**src/rtl/gem_link_pkg.sv**
```systemverilog
// Shared constants and types for the GEM trigger link frame generator.
// Provides the 8b/10b K-characters, frame geometry, the frame-phase
// enum and the K-character priority selector.
package gem_link_pkg;

  localparam int unsigned PAYLOAD_W   = 56;
  localparam int unsigned FRAME_WORDS = 4;
  localparam int unsigned PHASE_W     = $clog2(FRAME_WORDS);
  localparam int unsigned WORD_W      = 16;
  localparam int unsigned ISK_W       = 2;
  localparam int unsigned KCHAR_W     = 8;

  localparam logic [KCHAR_W-1:0] K28_5 = 8'hBC;
  localparam logic [KCHAR_W-1:0] K28_1 = 8'h3C;
  localparam logic [KCHAR_W-1:0] K23_7 = 8'hF7;
  localparam logic [KCHAR_W-1:0] K27_7 = 8'hFB;

  typedef enum logic [PHASE_W-1:0] {
    PH_W0 = 2'd0,
    PH_W1 = 2'd1,
    PH_W2 = 2'd2,
    PH_W3 = 2'd3
  } phase_e;

  // Frame-start K-char: resync > bc0 > overflow > idle; TTC chars can be masked off.
  function automatic logic [KCHAR_W-1:0] kchar_sel(
    input logic               resync,
    input logic               bc0,
    input logic               overflow,
    input logic               allow_ttc,
    input logic [KCHAR_W-1:0] idle_k
  );
    if (allow_ttc && resync) begin
      kchar_sel = K28_1;
    end else if (allow_ttc && bc0) begin
      kchar_sel = K23_7;
    end else if (overflow) begin
      kchar_sel = K27_7;
    end else begin
      kchar_sel = idle_k;
    end
  endfunction

endpackage

```
**src/rtl/gem_frame_word_mux.sv**
```systemverilog
// Selects one 16-bit link word and its charisk from a 56-bit payload.
// Ports: payload_i (56b payload), kchar_i (frame-start K-char),
//        phase_i (word index 0..3), word_c / isk_c (combinational word, charisk).
module gem_frame_word_mux
  import gem_link_pkg::*;
(
  input  logic [PAYLOAD_W-1:0] payload_i,
  input  logic [KCHAR_W-1:0]   kchar_i,
  input  logic [PHASE_W-1:0]   phase_i,
  output logic [WORD_W-1:0]    word_c,
  output logic [ISK_W-1:0]     isk_c
);

  // Word 0 carries the K-char in its low byte, flagged by isk bit 0.
  always_comb begin
    word_c = '0;
    isk_c  = 2'b00;
    case (phase_i)
      PH_W0: begin
        word_c = {payload_i[7:0], kchar_i};
        isk_c  = 2'b01;
      end
      PH_W1:   word_c = payload_i[23:8];
      PH_W2:   word_c = payload_i[39:24];
      default: word_c = payload_i[55:40];
    endcase
  end

endmodule

```
**src/rtl/gem_trig_frame_gen.sv**
```systemverilog
// GEM trigger optical-link frame generator (160 MHz).
// Latches one BX of cluster data on bx_strobe_i and serialises each link's
// 56-bit payload as four 16-bit words; word 0 carries a frame-start K-char
// encoding resync/BC0/overflow. Early strobes abort the frame and are counted;
// a missing strobe produces an idle frame.
// Ports: clock_160/reset_i (async, active high); bx_strobe_i, gem_data_i,
//        overflow_i, bxn_lsbs_i, bc0_i, resync_i, ready_i (BX inputs);
//        tx_data_{a,b}_o / tx_isk_{a,b}_o (link words), frame_phase_o,
//        misalign_cnt_o (saturating early-strobe count), bxn_err_o.
// Optional: define GEM_FRAME_BXN_CHECK_EN to build the sticky BX-sequence
// checker behind bxn_err_o; otherwise bxn_err_o is tied low.
module gem_trig_frame_gen
  import gem_link_pkg::*;
#(
  parameter int unsigned        ALLOW_TTC_CHARS = 1,
  parameter logic [KCHAR_W-1:0] IDLE_KCHAR      = K28_5,
  parameter int unsigned        MISALIGN_CNT_W  = 8
) (
  input  logic                      clock_160,
  input  logic                      reset_i,
  input  logic                      bx_strobe_i,
  input  logic [2*PAYLOAD_W-1:0]    gem_data_i,
  input  logic                      overflow_i,
  input  logic [1:0]                bxn_lsbs_i,
  input  logic                      bc0_i,
  input  logic                      resync_i,
  input  logic                      ready_i,
  output logic [WORD_W-1:0]         tx_data_a_o,
  output logic [ISK_W-1:0]          tx_isk_a_o,
  output logic [WORD_W-1:0]         tx_data_b_o,
  output logic [ISK_W-1:0]          tx_isk_b_o,
  output logic [PHASE_W-1:0]        frame_phase_o,
  output logic [MISALIGN_CNT_W-1:0] misalign_cnt_o,
  output logic                      bxn_err_o
);

  localparam logic ALLOW_TTC = (ALLOW_TTC_CHARS != 0);

  phase_e                    phase_q, phase_d;
  logic [PAYLOAD_W-1:0]      pay_a_q, pay_a_d;
  logic [PAYLOAD_W-1:0]      pay_b_q, pay_b_d;
  logic [KCHAR_W-1:0]        kchar_q, kchar_d;
  logic [MISALIGN_CNT_W-1:0] misalign_q, misalign_d;
  logic [WORD_W-1:0]         tx_data_a_q, tx_data_a_d;
  logic [WORD_W-1:0]         tx_data_b_q, tx_data_b_d;
  logic [ISK_W-1:0]          tx_isk_a_q, tx_isk_a_d;
  logic [ISK_W-1:0]          tx_isk_b_q, tx_isk_b_d;

  // Frame sequencing: a strobe restarts at word 0 (counting it if early);
  // otherwise advance, rolling into an idle frame after word 3.
  always_comb begin
    phase_d    = phase_q;
    pay_a_d    = pay_a_q;
    pay_b_d    = pay_b_q;
    kchar_d    = kchar_q;
    misalign_d = misalign_q;
    if (bx_strobe_i) begin
      phase_d = PH_W0;
      if ((phase_q != PH_W3) && (misalign_q != {MISALIGN_CNT_W{1'b1}})) begin
        misalign_d = misalign_q + MISALIGN_CNT_W'(1);
      end
      if (ready_i) begin
        pay_a_d = gem_data_i[PAYLOAD_W-1:0];
        pay_b_d = gem_data_i[2*PAYLOAD_W-1:PAYLOAD_W];
        kchar_d = kchar_sel(resync_i, bc0_i, overflow_i, ALLOW_TTC, IDLE_KCHAR);
      end else begin
        pay_a_d = '0;
        pay_b_d = '0;
        kchar_d = IDLE_KCHAR;
      end
    end else if (phase_q == PH_W3) begin
      phase_d = PH_W0;
      pay_a_d = '0;
      pay_b_d = '0;
      kchar_d = IDLE_KCHAR;
    end else begin
      phase_d = phase_e'(PHASE_W'(phase_q) + PHASE_W'(1));
    end
  end

  // Words are built from next-state values so word 0 registers on the strobe edge.
  gem_frame_word_mux u_mux_a (
    .payload_i (pay_a_d),
    .kchar_i   (kchar_d),
    .phase_i   (PHASE_W'(phase_d)),
    .word_c    (tx_data_a_d),
    .isk_c     (tx_isk_a_d)
  );

  gem_frame_word_mux u_mux_b (
    .payload_i (pay_b_d),
    .kchar_i   (kchar_d),
    .phase_i   (PHASE_W'(phase_d)),
    .word_c    (tx_data_b_d),
    .isk_c     (tx_isk_b_d)
  );

  always_ff @(posedge clock_160 or posedge reset_i) begin
    if (reset_i) begin
      phase_q     <= PH_W3;
      pay_a_q     <= '0;
      pay_b_q     <= '0;
      kchar_q     <= '0;
      misalign_q  <= '0;
      tx_data_a_q <= '0;
      tx_data_b_q <= '0;
      tx_isk_a_q  <= '0;
      tx_isk_b_q  <= '0;
    end else begin
      phase_q     <= phase_d;
      pay_a_q     <= pay_a_d;
      pay_b_q     <= pay_b_d;
      kchar_q     <= kchar_d;
      misalign_q  <= misalign_d;
      tx_data_a_q <= tx_data_a_d;
      tx_data_b_q <= tx_data_b_d;
      tx_isk_a_q  <= tx_isk_a_d;
      tx_isk_b_q  <= tx_isk_b_d;
    end
  end

  assign tx_data_a_o    = tx_data_a_q;
  assign tx_isk_a_o     = tx_isk_a_q;
  assign tx_data_b_o    = tx_data_b_q;
  assign tx_isk_b_o     = tx_isk_b_q;
  assign frame_phase_o  = PHASE_W'(phase_q);
  assign misalign_cnt_o = misalign_q;

`ifdef GEM_FRAME_BXN_CHECK_EN
  logic [1:0] bxn_exp_q, bxn_exp_d;
  logic       bxn_vld_q, bxn_vld_d;
  logic       bxn_err_q, bxn_err_d;

  // Expected BX LSBs track strobe to strobe; resync clears the error and only reloads.
  always_comb begin
    bxn_exp_d = bxn_exp_q;
    bxn_vld_d = bxn_vld_q;
    bxn_err_d = bxn_err_q;
    if (bx_strobe_i) begin
      bxn_exp_d = bxn_lsbs_i + 2'd1;
      bxn_vld_d = 1'b1;
      if (resync_i) begin
        bxn_err_d = 1'b0;
      end else if (bxn_vld_q && (bxn_lsbs_i != bxn_exp_q)) begin
        bxn_err_d = 1'b1;
      end
    end
  end

  always_ff @(posedge clock_160 or posedge reset_i) begin
    if (reset_i) begin
      bxn_exp_q <= '0;
      bxn_vld_q <= 1'b0;
      bxn_err_q <= 1'b0;
    end else begin
      bxn_exp_q <= bxn_exp_d;
      bxn_vld_q <= bxn_vld_d;
      bxn_err_q <= bxn_err_d;
    end
  end

  assign bxn_err_o = bxn_err_q;
`else
  logic unused_bxn;
  assign unused_bxn = ^bxn_lsbs_i;
  assign bxn_err_o  = 1'b0;
`endif

endmodule
```
**config.mk**
```make
export PLATFORM = sky130hd
export DESIGN_NAME = gem_trig_frame_gen
export DESIGN_NICKNAME = d
export VERILOG_FILES = /design/src/rtl/gem_link_pkg.sv /design/src/rtl/gem_frame_word_mux.sv /design/src/rtl/gem_trig_frame_gen.sv
export SDC_FILE = /design/constraint.sdc
export NUM_CORES = 1
export LEC_CHECK = 0
export BUFFER_PORTS_ARGS = -buffer_cell sky130_fd_sc_hd__buf_2
export CAP_MARGIN = 10
export CORE_UTILIZATION = 40
export CTS_CLUSTER_DIAMETER = 40
export CTS_CLUSTER_SIZE = 14
export DETAILED_ROUTE_END_ITERATION = 12
export PLACE_DENSITY_LB_ADDON = 0.08
export SLEW_MARGIN = 40
export SYNTH_ARGS = -nofsm -noshare
export SYNTH_HDL_FRONTEND = slang
export SYNTH_HIERARCHICAL = 1
export SYNTH_SLANG_ARGS = --single-unit
```
**constraint.sdc**
```tcl
create_clock -name clock_160 -period 7.6 [get_ports clock_160]
set_input_delay 1.52 -clock clock_160 [delete_from_list [all_inputs] [get_ports clock_160]]
set_output_delay 1.52 -clock clock_160 [all_outputs]
set_load 0.01 [all_outputs]
```
# [Word-level counts from Yosys, hierarchy flattened]
# Cells that the tools add are included.
[word_totals] regBits=164 latch_bits=0 ramBits=0 mem_bits_ro=0 out_inout_bits=47 word_cells=35 memories=0
[classes] add_sub_neg=2 multipliers=0 div=0 magnitude_cmp=0 n_eq_ne=5 n_shift=0 n_mux=17 bitwise=0 reduce_logical=3
[ops] operator="$mux W56" count=6
[ops] operator="$pmux W16 S3" count=2
[ops] operator="$mux W8" count=4
[ops] operator="$mux W7" count=2
[ops] operator="$add A8 B1 Y8 const B" count=1
[ops] operator="$ne A8 B8 Y1 const B" count=1
[ops] operator="$eq A2 B2 Y1 const B" count=2
[ops] operator="$mux W2" count=2
[ops] operator="$add A2 B1 Y2 const B" count=1
[ops] operator="$eq A2 B1 Y1 const B" count=1
[ops] operator="$logic_not A2 Y1" count=1
[ops] operator="$ne A2 B2 Y1 const B" count=1
[ops] operator="$reduce_and A2 Y1" count=1
[ops] operator="$logic_and A1 B1 Y1" count=1
[ops] operator="$mux W1" count=1

# [Longest topological paths before layout]
# Gate-level depths: netlist of run 1.
[logic_depth] word_depth=6 mapped_depth=7 ltp_nobuf=5

# [Modules after synthesis]
# Netlist of run 1, hierarchy kept.
[by_module_without_submodules] module="gem_trig_frame_gen" instances=1 cells_each=358 area_each_um2=5680.4 seq_area_each_um2=4156.5
[by_module_without_submodules] module="gem_frame_word_mux" instances=2 cells_each=23 area_each_um2=442.9 seq_area_each_um2=0.0

# [Least setup slack after synthesis of run 1]
# OpenSTA, ideal clock, no wires.
[synth_timing] path_type="input to register" from="input bx_strobe_i" to="register tx_data_a_q[10], in the netlist tx_data_a_o[10]" setup_ps=138 arrival_ps=2954 t_required_ps=7462 setup_slack_ps=4507 stages=6 n_path_buf=3 path_cell_list="buf_6 > or2_2 > nor2_1 > buf_6 > buf_12 > mux4_2"
[synth_between] elab_chain_len=3 elab_cells_between_ends=6
[synth_lines] element="start, declared" line_no="gem_trig_frame_gen.sv:21" text="input logic bx_strobe_i,"
[synth_lines] element="$mux W2 (*)" line_no="gem_trig_frame_gen.sv:57" text="if (bx_strobe_i) begin"
[synth_lines] element="named net phase_d[0]" line_no="gem_trig_frame_gen.sv:39" text="phase_e phase_q, phase_d;"
[synth_lines] element="$eq A2 B2 Y1 (tied with other cells)" line_no="gem_frame_word_mux.sv:18" text="case (phase_i)"
[synth_lines] element="$pmux W16 S3 (*)" line_no="gem_frame_word_mux.sv:18"
[synth_lines] element="named net tx_data_a_d[10]" line_no="gem_trig_frame_gen.sv:44" text="logic [WORD_W-1:0] tx_data_a_q, tx_data_a_d;"
[synth_lines] element="end signal, assigned" line_no="gem_trig_frame_gen.sv:115" text="tx_data_a_q <= tx_data_a_d;"
[synth_lines] element="end, declared" line_no="gem_trig_frame_gen.sv:44"
# The timed path passes the listed nets; every way through them passes the cells marked *.
# A chain may end at the register's enable or synchronous reset.

# [Final worst setup path of run 1]
[layout_timing] from="input bx_strobe_i" to="register tx_data_b_q[7], in the netlist tx_data_b_o[7]"
[layout_between] elab_cells_between_ends=7
[layout_lines] element="$mux W8" line_no="gem_trig_frame_gen.sv:57"
[layout_lines] element="named net kchar_d[7]" line_no="gem_trig_frame_gen.sv:42" text="logic [KCHAR_W-1:0] kchar_q, kchar_d;"
[layout_lines] element="$pmux W16 S3" line_no="gem_frame_word_mux.sv:18"
[layout_lines] element="named net tx_data_b_d[7]" line_no="gem_trig_frame_gen.sv:45" text="logic [WORD_W-1:0] tx_data_b_q, tx_data_b_d;"
[layout_lines] element="end signal, assigned" line_no="gem_trig_frame_gen.sv:116" text="tx_data_b_q <= tx_data_b_d;"
[layout_lines] element="end, declared" line_no="gem_trig_frame_gen.sv:45"
# The timed path passes the listed nets, and every way through them passes these cells.

==> impl_metrics.env, run 1 <==
export IMPL_synth_top_cell_area_share_pct=62.5
export IMPL_grt_ovfl_total=0
export IMPL_status="complete, no violations"
export IMPL_ctsHtreeMaxLevel=4
export IMPL_die_x_um=130
export IMPL_min_from="pay_b_q[9]$_DFF_PP0_"
export IMPL_synth_area_mm2=0.00657
export IMPL_synth_nets=527
export IMPL_io_pins=168
export IMPL_wirelength_um=15100
export IMPL_rsz0062_at_grt="false"
export IMPL_wl_per_cell_um=19.2
export IMPL_final_cell_mix="buf_2, dfrtp_1, a22o_1"
export IMPL_drt_iter0_markers=214
export IMPL_cts_tree="done"
export IMPL_end_kind="flip-flop"
export IMPL_die_area_mm2=0.0169
export IMPL_final_nets=679
export IMPL_crit_family="buffers and inverters"
export IMPL_grt_max_degree=96
export IMPL_layout_drive_gt1_share_pct=40.1
export IMPL_viasPerCell=5.23
export IMPL_antenna_left=0
export IMPL_finalSetupViolCount=0
export IMPL_clock_sinks=166
export IMPL_grt_pass1_vias=4264
export IMPL_place_congestion=0.750
export IMPL_r2r_start="frame_phase_o[0]$_DFF_PP1_"
export IMPL_rows=46
export IMPL_path_cells="buf_2 > and2_4 > buf_4 > a21oi_1 > mux4_2"
export IMPL_grt_pass1_wl_um=23200
export IMPL_finalCritPeriodShare_pct=46.8
export IMPL_rrSetupSlack_ps=4730
export IMPL_powerDensity_mw_per_mm2=277
export IMPL_crit_buf_inv=2
export IMPL_cts_root_buf="clkbuf_16"
export IMPL_areaGrowthSynthToFinish_pct=22.5
export IMPL_r2r_end="tx_data_a_o[15]$_DFF_PP0_"
export IMPL_postSynth_asyncResetShare_pct=100
export IMPL_dr_pass1_iters=4
export IMPL_post_cts_buffers=0
export IMPL_tightest_slew_ps=719
export IMPL_synth_edf_count=0
export IMPL_clock_skew_ps=7.49
export IMPL_coreArea_mm2=0.0159
export IMPL_syn_area_per_cell_um2=16.3
export IMPL_path_class="in2reg"
export IMPL_worst_ep_required_time_ps=7890
export IMPL_cts_reportedPaths_clkPinSlew_ps=60
export IMPL_vias=4112
export IMPL_antenna_found_initial=2
export IMPL_fmax_mhz=281
export IMPL_hold_viol=0
export IMPL_holdPathStages=1
export IMPL_startpoint_type="primary input"
export IMPL_slew_violations=0
export IMPL_slew_headroom_pct=52.1
export IMPL_critPathSlowestCell="buf_4"
export IMPL_synth_ff_type="dfrtp_1"
export IMPL_track_usage_pct=18.5
export IMPL_holdPathEnd="pay_b_q[9]$_DFF_PP0_"
export IMPL_synth_area_top_cells="dfrtp_1, a22o_1, mux4_2, mux4_1, buf_6"
export IMPL_syn_inst=404
export IMPL_hold_path_class="reg2reg"
export IMPL_synth_top_area_cell="dfrtp_1"
export IMPL_crit_arrival_ps=3840
export IMPL_cts_resized=0
export IMPL_final_util_pct=50.4
export IMPL_synth_seq_cells=166
export IMPL_die_y_um=130
export IMPL_cpPeakStageDelay_ps=660
export IMPL_yosysSeqAreaShare_pct=63.3
export IMPL_drc=0
export IMPL_start_util_pct=41.2
export IMPL_io_buffers=164
export IMPL_clock_path_buffers=2
export IMPL_cap_viol_max_count=0
export IMPL_cellLeakagePower_nw=3.95
export IMPL_ir_drop_uv=152
export IMPL_synth_cell_type_count=40
export IMPL_fin_crit_ps=3550
export IMPL_fin_tns_setup_ps=0
export IMPL_reg2reg_depth=5
export IMPL_numCtsBuffers=17
export IMPL_cts_hold_buf=0
export IMPL_hpwlAfterDp_um=9540
export IMPL_clkLatencyLatePin_ps=420
export IMPL_ys_warn_count=6
export IMPL_path_max_fanout=66
worst max-delay path by stage:
stage | from | end | slack [ps] | depth (start not counted)
after floorplan | reset_i | kchar_q[0]$_DFF_PP0_ | 1590 | 1
after global placement | bx_strobe_i | tx_data_b_o[7]$_DFF_PP0_ | 3600 | 5
after detailed placement | bx_strobe_i | tx_data_b_o[7]$_DFF_PP0_ | 3570 | 5
after CTS | bx_strobe_i | tx_data_b_o[7]$_DFF_PP0_ | 4030 | 5
after global routing | bx_strobe_i | tx_data_b_o[7]$_DFF_PP0_ | 3890 | 5
final | bx_strobe_i | tx_data_b_o[7]$_DFF_PP0_ | 4050 | 5
stage by stage:
step	cells	instance area (um^2)	setup slack (ps)	total power, mW	hold slack (ps)
floorplan	404	6570	1590	1.27	433
global placement	753	7440	3600	1.39	478
detailed placement	753	7440	3570	1.40	482
CTS	785	8040	4030	2.26	502
global route	785	8040	3890	2.33	510
finish	786	8040	4050	2.23	496
where the power goes:
part           internal, mW  leakage [nW]  total, mW  switching (mW)
registers             0.984          2.12       1.03          0.0496
clock network         0.510         0.285      0.855           0.345
logic                 0.165          1.55      0.341           0.176
layer usage:
layer | vias to the layer above | share of wire, % | track usage, %
met1 | 2092 | 44 | 24.1
met5 | - | 0 | 0
met4 | 0 | 1.6 | 7.39
li1 | 1877 | - | -
met2 | 123 | 48 | 28.8
met3 | 20 | 6.8 | 6.07
cells by family after synthesis:
family                     after synthesis  synth area share, %
muxes                                   36                 12.5
AOI/OAI and AO/OA                      123                 16.1
other                                    3                0.171
and+or+nand+nor                         32                 2.74
xor gates and xnor gates                 3                0.400
DFF                                    166                 63.3
buffers and inverters                   39                 4.48
adders and majority gates                2                0.381
cell usage after synthesis (4+ instances only):
cell,count
nor2_1,9
buf_4,4
buf_1,6
buf_6,11
nand2_1,4
mux2_1,4
mux4_1,14
buf_2,13
a22o_1,112
dfrtp_1,164
mux4_2,18
state kept, by name (all words and copies together) (netlist names):
| signal | flops |
|---|---|
| pay_b_q | 56 |
| tx_data_a_o | 16 |
| pay_a_q | 56 |
| tx_isk_b_o | 2 |
| kchar_q | 8 |
| frame_phase_o | 2 |
| tx_isk_a_o | 2 |
| misalign_cnt_o | 8 |
| tx_data_b_o | 16 |
cell type report:
class / count / area [um^2]
multi-input combinational: 199 / 2130
sequential: 166 / 4160
tap: 216 / 270
inverter: 2 / 15.0
fill: 1417 / 7900
antenna: 1 / 2.50
clock inverter: 11 / 124
clock buffer: 21 / 470
timing repair buffer: 170 / 870
worst register-to-register path, delay by kind of cell (launching register included):
family | cells | cell delay, ps
fa+ha+maj | 1 | 300
buf+inv | 1 | 500
flops | 1 | 390
mux | 1 | 630
simple gates | 2 | 920
Note: power is estimated with default switching activity, not from simulation.
==> run 2, diff against run 1 <==
- clock period: 7.6 -> 3.03 ns (I/O delays scaled with it)
==> impl_metrics.env, run 2 (synthesis gave the netlist of run 1 again) <==
export IMPL_start_util_pct=41.2
export IMPL_io_pins=168
export IMPL_hold_path_class="in2async"
export IMPL_post_cts_buffers=0
export IMPL_clkLatencyLatePin_ps=420
export IMPL_io_buffers=164
export IMPL_clock_sinks=166
export IMPL_cap_viol_max_count=0
export IMPL_cts_root_buf="clkbuf_16"
export IMPL_grt_pass1_vias=4337
export IMPL_busiest_layer="met2"
export IMPL_die_area_mm2=0.0169
export IMPL_die_x_um=130
export IMPL_cts_resized=0
export IMPL_slew_violations=0
export IMPL_grt_pass1_wl_um=23700
export IMPL_ctsHtreeMaxLevel=4
export IMPL_die_y_um=130
export IMPL_cts_hold_buf=0
export IMPL_end_kind="flip-flop"
export IMPL_tightest_slew_ps=617
export IMPL_finalSetupViolCount=0
export IMPL_dr_pass1_iters=4
export IMPL_cts_reportedPaths_clkPinSlew_ps=60
export IMPL_grt_use_met2_pct=29.9
export IMPL_viasPerCell=5.22
export IMPL_ir_drop_uv=368
export IMPL_cellLeakagePower_nw=4.02
export IMPL_drc=0
export IMPL_fmax_mhz=386
export IMPL_fin_crit_ps=2590
export IMPL_areaGrowthSynthToFinish_pct=24.7
export IMPL_rsz0062_at_grt="false"
export IMPL_wirelength_um=15100
export IMPL_layout_drive_gt1_share_pct=41.0
export IMPL_vias=4133
export IMPL_numCtsBuffers=17
export IMPL_cts_tree="done"
export IMPL_clock_skew_ps=7.23
export IMPL_crit_arrival_ps=2870
export IMPL_final_cell_mix="buf_2, dfrtp_1, a22o_1"
export IMPL_path_class="reg2reg"
export IMPL_grtUsageMet1_pct=25.0
export IMPL_grt_ovfl_total=0
export IMPL_path_cells="ha_1 > nor2_4 > buf_8 > buf_16 > buf_12 > a22o_1 > mux4_1"
export IMPL_antenna_left=0
export IMPL_finalPower_mw=5.73
export IMPL_worst_ep_required_time_ps=3310
export IMPL_hpwlAfterDp_um=10000
export IMPL_fin_tns_setup_ps=0
export IMPL_place_congestion=0.779
export IMPL_hold_viol=0
export IMPL_drt_iter0_markers=215
export IMPL_antenna_found_initial=0
export IMPL_path_max_fanout=65
export IMPL_final_util_pct=51.4
export IMPL_wl_per_cell_um=19.0
export IMPL_track_usage_pct=18.9
export IMPL_cpPeakStageDelay_ps=580
export IMPL_status="complete, no violations"
export IMPL_critPathSlowestCell="dfstp_2"
export IMPL_final_nets=686
export IMPL_met3_usage_pct=5.29
export IMPL_grt_max_degree=66
export IMPL_clock_path_buffers=2
export IMPL_diodes=0
export IMPL_fillers=1391
export IMPL_rows=46
export IMPL_top_regs="pay_a_q: 56 flops, pay_b_q: 56 flops"
export IMPL_powerDensity_mw_per_mm2=699
export IMPL_finalCritPeriodShare_pct=85.6
export IMPL_coreArea_mm2=0.0159
export IMPL_slew_headroom_pct=58.8
export IMPL_startpoint_type="flip-flop"
## run 2: worst paths after layout
check,from,endpoint,slack (ps),cells past startpoint
max,frame_phase_o[0]$_DFF_PP1_,tx_data_a_o[3]$_DFF_PP0_,440,7
min,reset_i,tx_data_b_o[2]$_DFF_PP0_,260,2
max reg2reg,frame_phase_o[0]$_DFF_PP1_,tx_data_a_o[3]$_DFF_PP0_,440,7
min reg2reg,pay_b_q[12]$_DFF_PP0_,pay_b_q[12]$_DFF_PP0_,500,1
max in group asynchronous,reset_i,frame_phase_o[0]$_DFF_PP1_,2030,3
min in group clock_160,gem_data_i[77],pay_b_q[21]$_DFF_PP0_,430,2
## run 2: critical path: cells and delay by family (launching register included)
kind	cells	cell delay [ps]
adder cells (fa/ha/maj)	1	340
flip-flops	1	580
multiplexers	1	510
AND/OR/NAND/NOR	1	150
buffers and inverters	3	550
AO/OA/AOI/OAI	1	280
## run 2: area by class of cell
class                      count  area [um^2]  share of cell area (%)
sequential                   166         4160                    50.8
clock buffer                  18          439                    5.36
timing repair buffer         177          996                    12.2
tap                          216          270                    3.30
multi-input combinational    199         2130                    26.1
clock inverter                14          183                    2.23
inverter                       2         11.3                   0.138
## run 2: per-stage QoR
stage / setup slack [ps] / cell area, um^2 / cells / hold WS [ps]
floorplan: 313 / 6570 / 404 / 433
global placement: 329 / 7520 / 758 / 478
detailed placement: 460 / 7570 / 760 / 483
CTS: 434 / 8190 / 792 / 268
global route: 309 / 8190 / 792 / 293
finish: 436 / 8190 / 792 / 265
## run 2: power breakdown
part | internal (mW) | switching (mW)
Sequential | 2.47 | 0.123
Combinational | 0.435 | 0.444
Clock | 1.39 | 0.861
## run 2: layer usage
layer	up-vias	share of wire (%)
met4	0	1.3
met1	2103	45
met5	-	0
met3	17	5.8
li1	1894	-
met2	119	48
==> run 3, diff against run 2 <==
--- a/config.mk
+++ b/config.mk
@@ -8,8 +8,10 @@
 export BUFFER_PORTS_ARGS = -buffer_cell sky130_fd_sc_hd__buf_2
 export CAP_MARGIN = 10
+export CORE_ASPECT_RATIO = 1.5
 export CORE_UTILIZATION = 40
 export CTS_CLUSTER_DIAMETER = 40
 export CTS_CLUSTER_SIZE = 14
 export DETAILED_ROUTE_END_ITERATION = 12
+export GPL_ROUTABILITY_DRIVEN = 0
 export PLACE_DENSITY_LB_ADDON = 0.08
 export SLEW_MARGIN = 40
==> constraint.sdc (replaced) <==
create_clock -name clock_160 -period 3.03 [get_ports clock_160]
set_input_delay 0.4545 -clock clock_160 [delete_from_list [all_inputs] [get_ports clock_160]]
set_output_delay 0.4545 -clock clock_160 [all_outputs]
set_load 0.01 [all_outputs]
==> impl_metrics.env, run 3 (synthesis gave the netlist of run 1 again) <==
export IMPL_io_buffers=164
export IMPL_met3_usage_pct=5.05
export IMPL_final_cell_mix="buf_2, dfrtp_1, a22o_1"
export IMPL_grt_ovfl_total=0
export IMPL_grt_pass1_vias=4586
export IMPL_grt_pass1_wl_um=24600
export IMPL_powerDensity_mw_per_mm2=685
export IMPL_cap_viol_max_count=0
export IMPL_drt_iter0_markers=197
export IMPL_grtUsageMet1_pct=24.7
export IMPL_reg2reg_depth=5
export IMPL_startpoint_type="flip-flop"
export IMPL_tightest_slew_ps=711
export IMPL_cts_hold_buf=0
export IMPL_rsz0062_at_grt="false"
export IMPL_post_cts_buffers=0
export IMPL_fin_crit_ps=2250
export IMPL_cellLeakagePower_nw=3.98
export IMPL_hpwlAfterDp_um=10100
export IMPL_crit_arrival_ps=2530
export IMPL_wirelength_um=15200
export IMPL_slew_violations=0
export IMPL_hold_path_class="in2async"
export IMPL_fin_tns_setup_ps=0
export IMPL_cts_tree="done"
export IMPL_hold_viol=0
export IMPL_fmax_mhz=445
export IMPL_clkLatencyLatePin_ps=410
export IMPL_antenna_found_initial=2
export IMPL_io_pins=168
export IMPL_slew_headroom_pct=52.5
export IMPL_clock_sinks=166
export IMPL_grt_use_met2_pct=30.6
export IMPL_die_y_um=159
export IMPL_ctsHtreeMaxLevel=4
export IMPL_clock_skew_ps=7.82
export IMPL_finalSetupViolCount=0
export IMPL_end_kind="flip-flop"
export IMPL_cts_root_buf="clkbuf_16"
export IMPL_track_usage_pct=18.9
export IMPL_cts_reportedPaths_clkPinSlew_ps=70
export IMPL_start_util_pct=40.7
export IMPL_grt_max_degree=57
export IMPL_vias=4151
export IMPL_coreArea_mm2=0.0161
export IMPL_rows=57
export IMPL_busiest_layer="met2"
export IMPL_drc=0
export IMPL_areaGrowthSynthToFinish_pct=23.4
export IMPL_numCtsBuffers=17
export IMPL_finalPower_mw=5.55
export IMPL_top_regs="pay_a_q: 56 flops, pay_b_q: 56 flops"
export IMPL_wl_per_cell_um=19.4
export IMPL_die_area_mm2=0.0169
export IMPL_worst_ep_required_time_ps=3310
export IMPL_ir_drop_uv=327
export IMPL_path_class="reg2reg"
export IMPL_antenna_left=0
export IMPL_path_max_fanout=20
export IMPL_dr_pass1_iters=5
export IMPL_status="complete, no violations"
export IMPL_viasPerCell=5.30
export IMPL_die_x_um=107
export IMPL_cts_resized=0
export IMPL_layout_drive_gt1_share_pct=40.8
export IMPL_final_nets=687
export IMPL_clock_path_buffers=2
export IMPL_finalCritPeriodShare_pct=74.2
[run 3: cell type report]
type	instances	area [um^2]
Antenna cell	1	2.50
Timing Repair Buffer	178	976
Fill cell	1453	8020
Tap cell	206	258
Inverter	2	11.3
Clock inverter	12	121
Sequential cell	166	4160
Multi-Input combinational cell	199	2130
Clock buffer	19	443
[run 3: report_power, final]
group,leakage [nW],total [mW],internal (mW),switching (mW)
combinational,1.60,0.884,0.433,0.451
sequential,2.12,2.59,2.47,0.124
clock,0.268,2.07,1.16,0.908
total,3.98,5.55,4.07,1.48
[run 3: worst paths after layout]
path	startpoint	to	slack, ps
min in group clock_160	gem_data_i[97]	pay_b_q[41]$_DFF_PP0_	280
hold / removal	reset_i	pay_a_q[24]$_DFF_PP0_	140
setup reg to reg	frame_phase_o[0]$_DFF_PP1_	tx_data_a_o[2]$_DFF_PP0_	780
max in group asynchronous	reset_i	pay_a_q[1]$_DFF_PP0_	2130
setup / recovery	frame_phase_o[0]$_DFF_PP1_	tx_data_a_o[2]$_DFF_PP0_	780
hold reg to reg	kchar_q[4]$_DFF_PP0_	kchar_q[4]$_DFF_PP0_	500
[run 3: routing by layer]
layer  part of all wire (%)  up-vias  wire length (um)
met3                    5.2       10               797
li1                       -     1889                 -
met2                     50      116              7680
met1                     43     2134              6580
met4                    1.0        2               156
met5                   0.11        -                17
[run 3: through the flow]
step                      hold WS [ps]  std cells  setup slack (ps)  utilization [%]  area (um^2)
after global routing               182        783               686             50.3         8100
after floorplan                    433        404               464                -         6570
after detailed placement           483        751               742             46.7         7530
after CTS                          156        782               744             50.2         8100
final                              144        783               783             50.3         8100
after global placement             478        751               771             46.7         7530
[run 3: critical path, stage by stage (launching register included)]
cell     delay [ps]
dfstp_2         390
ha_1            290
or2_2           360
nor2_4          100
buf_4           370
mux4_1          620
